===== config.mk =====
export PLATFORM = sky130hd
export DESIGN_NAME = bist_ora_misr
export DESIGN_NICKNAME = d
export VERILOG_FILES = /design/src/rtl/bist_ora_misr.sv
export SDC_FILE = /design/constraint.sdc
export NUM_CORES = 1
export LEC_CHECK = 0
export CAP_MARGIN = 20
export CORE_UTILIZATION = 44
export CTS_BUF_LIST = sky130_fd_sc_hd__clkbuf_8
export CTS_CLUSTER_DIAMETER = 200
export DETAILED_ROUTE_END_ITERATION = 8
export PLACE_DENSITY = 0.75
export SLEW_MARGIN = 10
export SYNTH_ARGS = -nofsm -noshare
export SYNTH_HDL_FRONTEND = slang
export SYNTH_SLANG_ARGS = --single-unit

===== constraint.sdc =====
create_clock -name clk -period 1.65 [get_ports clk]
set_clock_uncertainty 0.2 [all_clocks]
set_input_delay 0.33 -clock clk [delete_from_list [all_inputs] [get_ports clk]]
set_output_delay 0.33 -clock clk [all_outputs]
set_load 0.1 [all_outputs]

===== src/rtl/bist_ora_misr.sv =====
// BIST output response analyser: compacts {sum,cout} CUT responses into a MISR and
// compares the final signature with a golden value. Optional watchdog: BIST_ORA_TIMEOUT_EN.
module bist_ora_misr #(
    parameter int               SIG_W         = 8,
    parameter logic [SIG_W-1:0] POLY          = 8'h1D,
    parameter logic [SIG_W-1:0] SEED          = 8'h00,
    parameter int               PATTERN_COUNT = 8,
    parameter logic [SIG_W-1:0] GOLDEN_SIG    = 8'hC5,
    parameter int               TIMEOUT       = 16
) (
    input  logic                               clk,
    input  logic                               rst,
    input  logic                               start,
    input  logic                               data_valid,
    input  logic [1:0]                         dataIn,
    output logic                               busy,
    output logic                               done,
    output logic                               pass,
    output logic                               fail,
    output logic [SIG_W-1:0]                   signature,
    output logic [$clog2(PATTERN_COUNT):0]     pat_cnt,
    output logic                               timeout
);

    localparam int CNT_W = $clog2(PATTERN_COUNT) + 1;

    typedef enum logic [1:0] {S_IDLE, S_COMPACT, S_COMPARE, S_DONE} state_t;

    state_t             r_state;
    state_t             w_next;
    logic               w_load;
    logic               w_shift;
    logic               w_cmp;
    logic               w_to;
    logic [SIG_W-1:0]   r_sig;
    logic [CNT_W-1:0]   r_cnt;
    logic               r_pass;
    logic               r_fail;

    // Shift left, fold the MSB back through the taps, then inject the response.
    function automatic logic [SIG_W-1:0] misr_step(input logic [SIG_W-1:0] s, input logic [1:0] d);
        logic [SIG_W-1:0] fb;
        fb = s[SIG_W-1] ? POLY : '0;
        return ({s[SIG_W-2:0], 1'b0} ^ fb) ^ {{(SIG_W-2){1'b0}}, d};
    endfunction

`ifdef BIST_ORA_TIMEOUT_EN
    localparam int IDLE_W = $clog2(TIMEOUT + 1);
    logic [IDLE_W-1:0]  r_idle;
    logic               r_timeout;
`else
    logic               w_unused_timeout_param;
    assign w_unused_timeout_param = (TIMEOUT > 0);
`endif

    always_ff @(posedge clk or posedge rst) begin
        if (rst) r_state <= S_IDLE;
        else     r_state <= w_next;
    end

    always_comb begin
        w_next  = r_state;
        w_load  = 1'b0;
        w_shift = 1'b0;
        w_cmp   = 1'b0;
        w_to    = 1'b0;
        case (r_state)
            S_IDLE, S_DONE: begin
                if (start) begin
                    w_next = S_COMPACT;
                    w_load = 1'b1;
                end
            end
            S_COMPACT: begin
                if (data_valid) begin
                    w_shift = 1'b1;
                    if (r_cnt == CNT_W'(PATTERN_COUNT - 1)) w_next = S_COMPARE;
                end
`ifdef BIST_ORA_TIMEOUT_EN
                else if (r_idle == IDLE_W'(TIMEOUT - 1)) begin
                    w_next = S_DONE;
                    w_to   = 1'b1;
                end
`endif
            end
            S_COMPARE: begin
                w_next = S_DONE;
                w_cmp  = 1'b1;
            end
            default: w_next = S_IDLE;
        endcase
    end

    always_ff @(posedge clk or posedge rst) begin
        if (rst) begin
            r_sig  <= SEED;
            r_cnt  <= '0;
            r_pass <= 1'b0;
            r_fail <= 1'b0;
        end else if (w_load) begin
            r_sig  <= SEED;
            r_cnt  <= '0;
            r_pass <= 1'b0;
            r_fail <= 1'b0;
        end else begin
            if (w_shift) begin
                r_sig <= misr_step(r_sig, dataIn);
                r_cnt <= r_cnt + CNT_W'(1);
            end
            if (w_cmp) begin
                r_pass <= (r_sig == GOLDEN_SIG);
                r_fail <= (r_sig != GOLDEN_SIG);
            end
            if (w_to) begin
                r_pass <= 1'b0;
                r_fail <= 1'b1;
            end
        end
    end

`ifdef BIST_ORA_TIMEOUT_EN
    // Idle watchdog only counts while waiting for responses.
    always_ff @(posedge clk or posedge rst) begin
        if (rst) begin
            r_idle    <= '0;
            r_timeout <= 1'b0;
        end else if (w_load) begin
            r_idle    <= '0;
            r_timeout <= 1'b0;
        end else begin
            if (r_state == S_COMPACT) begin
                if (data_valid) r_idle <= '0;
                else            r_idle <= r_idle + IDLE_W'(1);
            end
            if (w_to) r_timeout <= 1'b1;
        end
    end
    assign timeout = r_timeout;
`else
    assign timeout = 1'b0;
`endif

    assign busy      = (r_state == S_COMPACT) || (r_state == S_COMPARE);
    assign done      = (r_state == S_DONE);
    assign pass      = r_pass;
    assign fail      = r_fail;
    assign signature = r_sig;
    assign pat_cnt   = r_cnt;

endmodule

==> metrics.txt <==
placed cell areas=about 1300 µm²; HP Class=in2async; Async SR Flop Fraction=between 90% and 100%; # rows=15; total gr overflow=0; Core ar.=between 1500 and 2000 µm²; critical path endpoint category=output port; drt first-iter violations=17; Area Overhead vs Synth=71.4%; average wire per standard cell=between 10 and 15 µm; register area share after synthesis=roughly 48%; setup repair after global routing missed its margin=true; Commonest cells post-synth=16 x dfrtp_1, 11 x nand2_1, 8 x nor2_1; die height=45.5 µm; Slew Limit Fails=0; RR Startpoint=r_state[0]; Routed Antenna Nets=0; Mapped Nets=96; die footprint=just over 2000 µm²; RR Endpoint=signature[1]; Ports=23; largest net degree at the start of global routing=17; Worst EP arrival=1.26 ns; R2R depth=6; startpoint types=register; EDFF count, synth=0; failing checks=negative setup slack; CP startpoint=r_state[0]; CTS max path bufs=2; worst skew pair latency=between 0.2 and 0.25 ns; clock sink count=16; GRT Total Usage=between 20% and 30%; initial core utilization=a little under half; final setup violation count=2; Clock Root Buffer=clkbuf_8; Required @ worst endpoint=approximately 1.1 ns; share of the synthesized area in the top cell type=between 40% and 50%; max cap viols=0; final-stage net count=131; Ant. Diodes=0; CTS tree=yes; post-synth top area cell=dfrtp_1; global-route wire length before repair=3.17 mm; Synth Cell Area=about 830 µm²; Placer Congestion=about 0.76; CP Max Fanout=2; Fin. Hold Viols=0; outcome=finished with violations; die width=45.5 µm; Num CTS Buffers=3; Worst-path clk slew=0.06 ns; DP Cell Count=134; antenna violations before repair=0; Yosys warning count=0; Crit Path Category=reg2out; DRC Markers=0; fin area=1430 µm²; Top FF cell, synth=dfrtp_1; final period utilization=109%; Period minus WS final=approximately 1.8 ns; synthesized instance count=86; Worst Slack Setup Final=-0.142 ns; vias=769; count leader, synth=dfrtp_1; CTS H-tree depth=1; placed wire-length estimate=1.33 mm; synthesized area per cell=~9.7 µm²; vias per cell=between 5 and 6; post-synthesis cell type count=28; vias in the first global route=~730; #FFs+latches synth=16; flop-to-flop setup slack=0 ns; layout cells sized above 1=41.7%; Synth area leaders=dfrtp_1 48%, xnor2_1 6.3%, ha_1 6.0%; number of hold buffers added after CTS=0; Layout Cells excl Fill=145; DR pass1 iterations=4; Routed WL=around 2.1 mm; Fmax achieved=0.558 GHz; number of port buffers=21
==> stage by stage <==
| stage | hold WS (ns) | setup WS (ns) | setup TNS (ns) | utilization (%) |
|---|---|---|---|---|
| detailed placement | 0.391 | -0.130 | -0.671 | 73.4 |
| CTS | 0.209 | -0.118 | -0.145 | 78.6 |
| finish | 0.201 | -0.142 | -0.276 | 81.7 |
| global route | 0.233 | -0.177 | -0.379 | 81.7 |
| global placement | 0.381 | -0.0798 | -0.379 | 73.4 |
| floorplan | 0.0433 | -0.0568 | -0.110 | - |
==> layout by cell type, fill, tap and decap left out <==
cell type	Yosys	routed
a211oi_1	5	3
a211oi_2	0	2
a21boi_0	1	1
a21oi_1	7	7
and2_4	0	2
buf_12	0	17
buf_4	1	11
buf_6	1	2
clkbuf_8	0	3
clkdlybuf4s50_1	0	5
clkinvlp_4	0	1
conb_1	1	1
dfrtp_1	16	9
dfrtp_2	0	7
ha_1	4	1
ha_4	0	3
inv_1	5	4
inv_2	0	1
nand2_1	11	11
nand2_2	1	1
nand3_1	2	2
nand4_1	1	1
nand4b_1	2	2
nor2_1	8	8
nor2b_1	1	1
nor3_1	1	1
o21ai_0	2	2
o22ai_1	1	1
o2bb2ai_1	1	1
o32ai_1	1	1
or3_1	1	1
xnor2_1	6	6
xor2_1	1	1
==> routing by layer <==
metal / vias to the layer above / global-route usage (%) / routed length (µm)
met5: - / 0 / 0
met4: 0 / 7.88 / 24
met3: 4 / 2.78 / 78
met2: 21 / 38.6 / 1050
met1: 385 / 25.8 / 945
li1: 359 / - / -
==> state kept, by name (all words and copies together) (netlist names) <==
register and flops:
fail 1, pass 1, signature 8, r_state 2
pat_cnt 4
==> repair_timing <==
action                     4_1_cts  5_1_grt
buffers inserted                 4        3
setup endpoints to repair        2       13
pin swaps                        1        2
resized for setup                3        8
hold endpoints to repair         0        0
==> area by class of cell <==
class / count / area (µm²)
timing repair buffer: 35 / 495
multi-input combinational: 60 / 423
sequential: 16 / 409
fill: 107 / 319
clock buffer: 3 / 41.3
tap: 25 / 31.3
inverter: 5 / 22.5
clock inverter: 1 / 3.75
==> kinds of logic (layout without fill, tap and decap cells) <==
kind of cell               after synthesis  count (layout)  synth area share (%)
and+or+nand+nor                         30              30                  17.0
AOI/OAI and AO/OA                       18              18                  13.7
DFF                                     16              16                  48.1
buffers and inverters                   10              44                  7.37
xor gates and xnor gates                 7               7                  7.37
adders and majority gates                4               4                  6.02
other                                    1               1                 0.451
==> worst max path at each step <==
stage	to	slack, ns	depth (start not counted)
after floorplan	done	-0.06	1
after global placement	signature[4]	-0.08	5
after detailed placement	signature[1]	-0.13	5
after CTS	busy	-0.12	3
after global routing	busy	-0.18	4
final	busy	-0.14	4
==> worst max-delay path, stage by stage (launching register included) <==
cell        delay [ns]
dfrtp_1           0.38
inv_2             0.07
ha_4              0.28
clkinvlp_4        0.10
buf_12            0.17
Power is left out: the tool's default activity adds up to more than one toggle a clock period on the data nets, which glitch-free logic cannot reach.
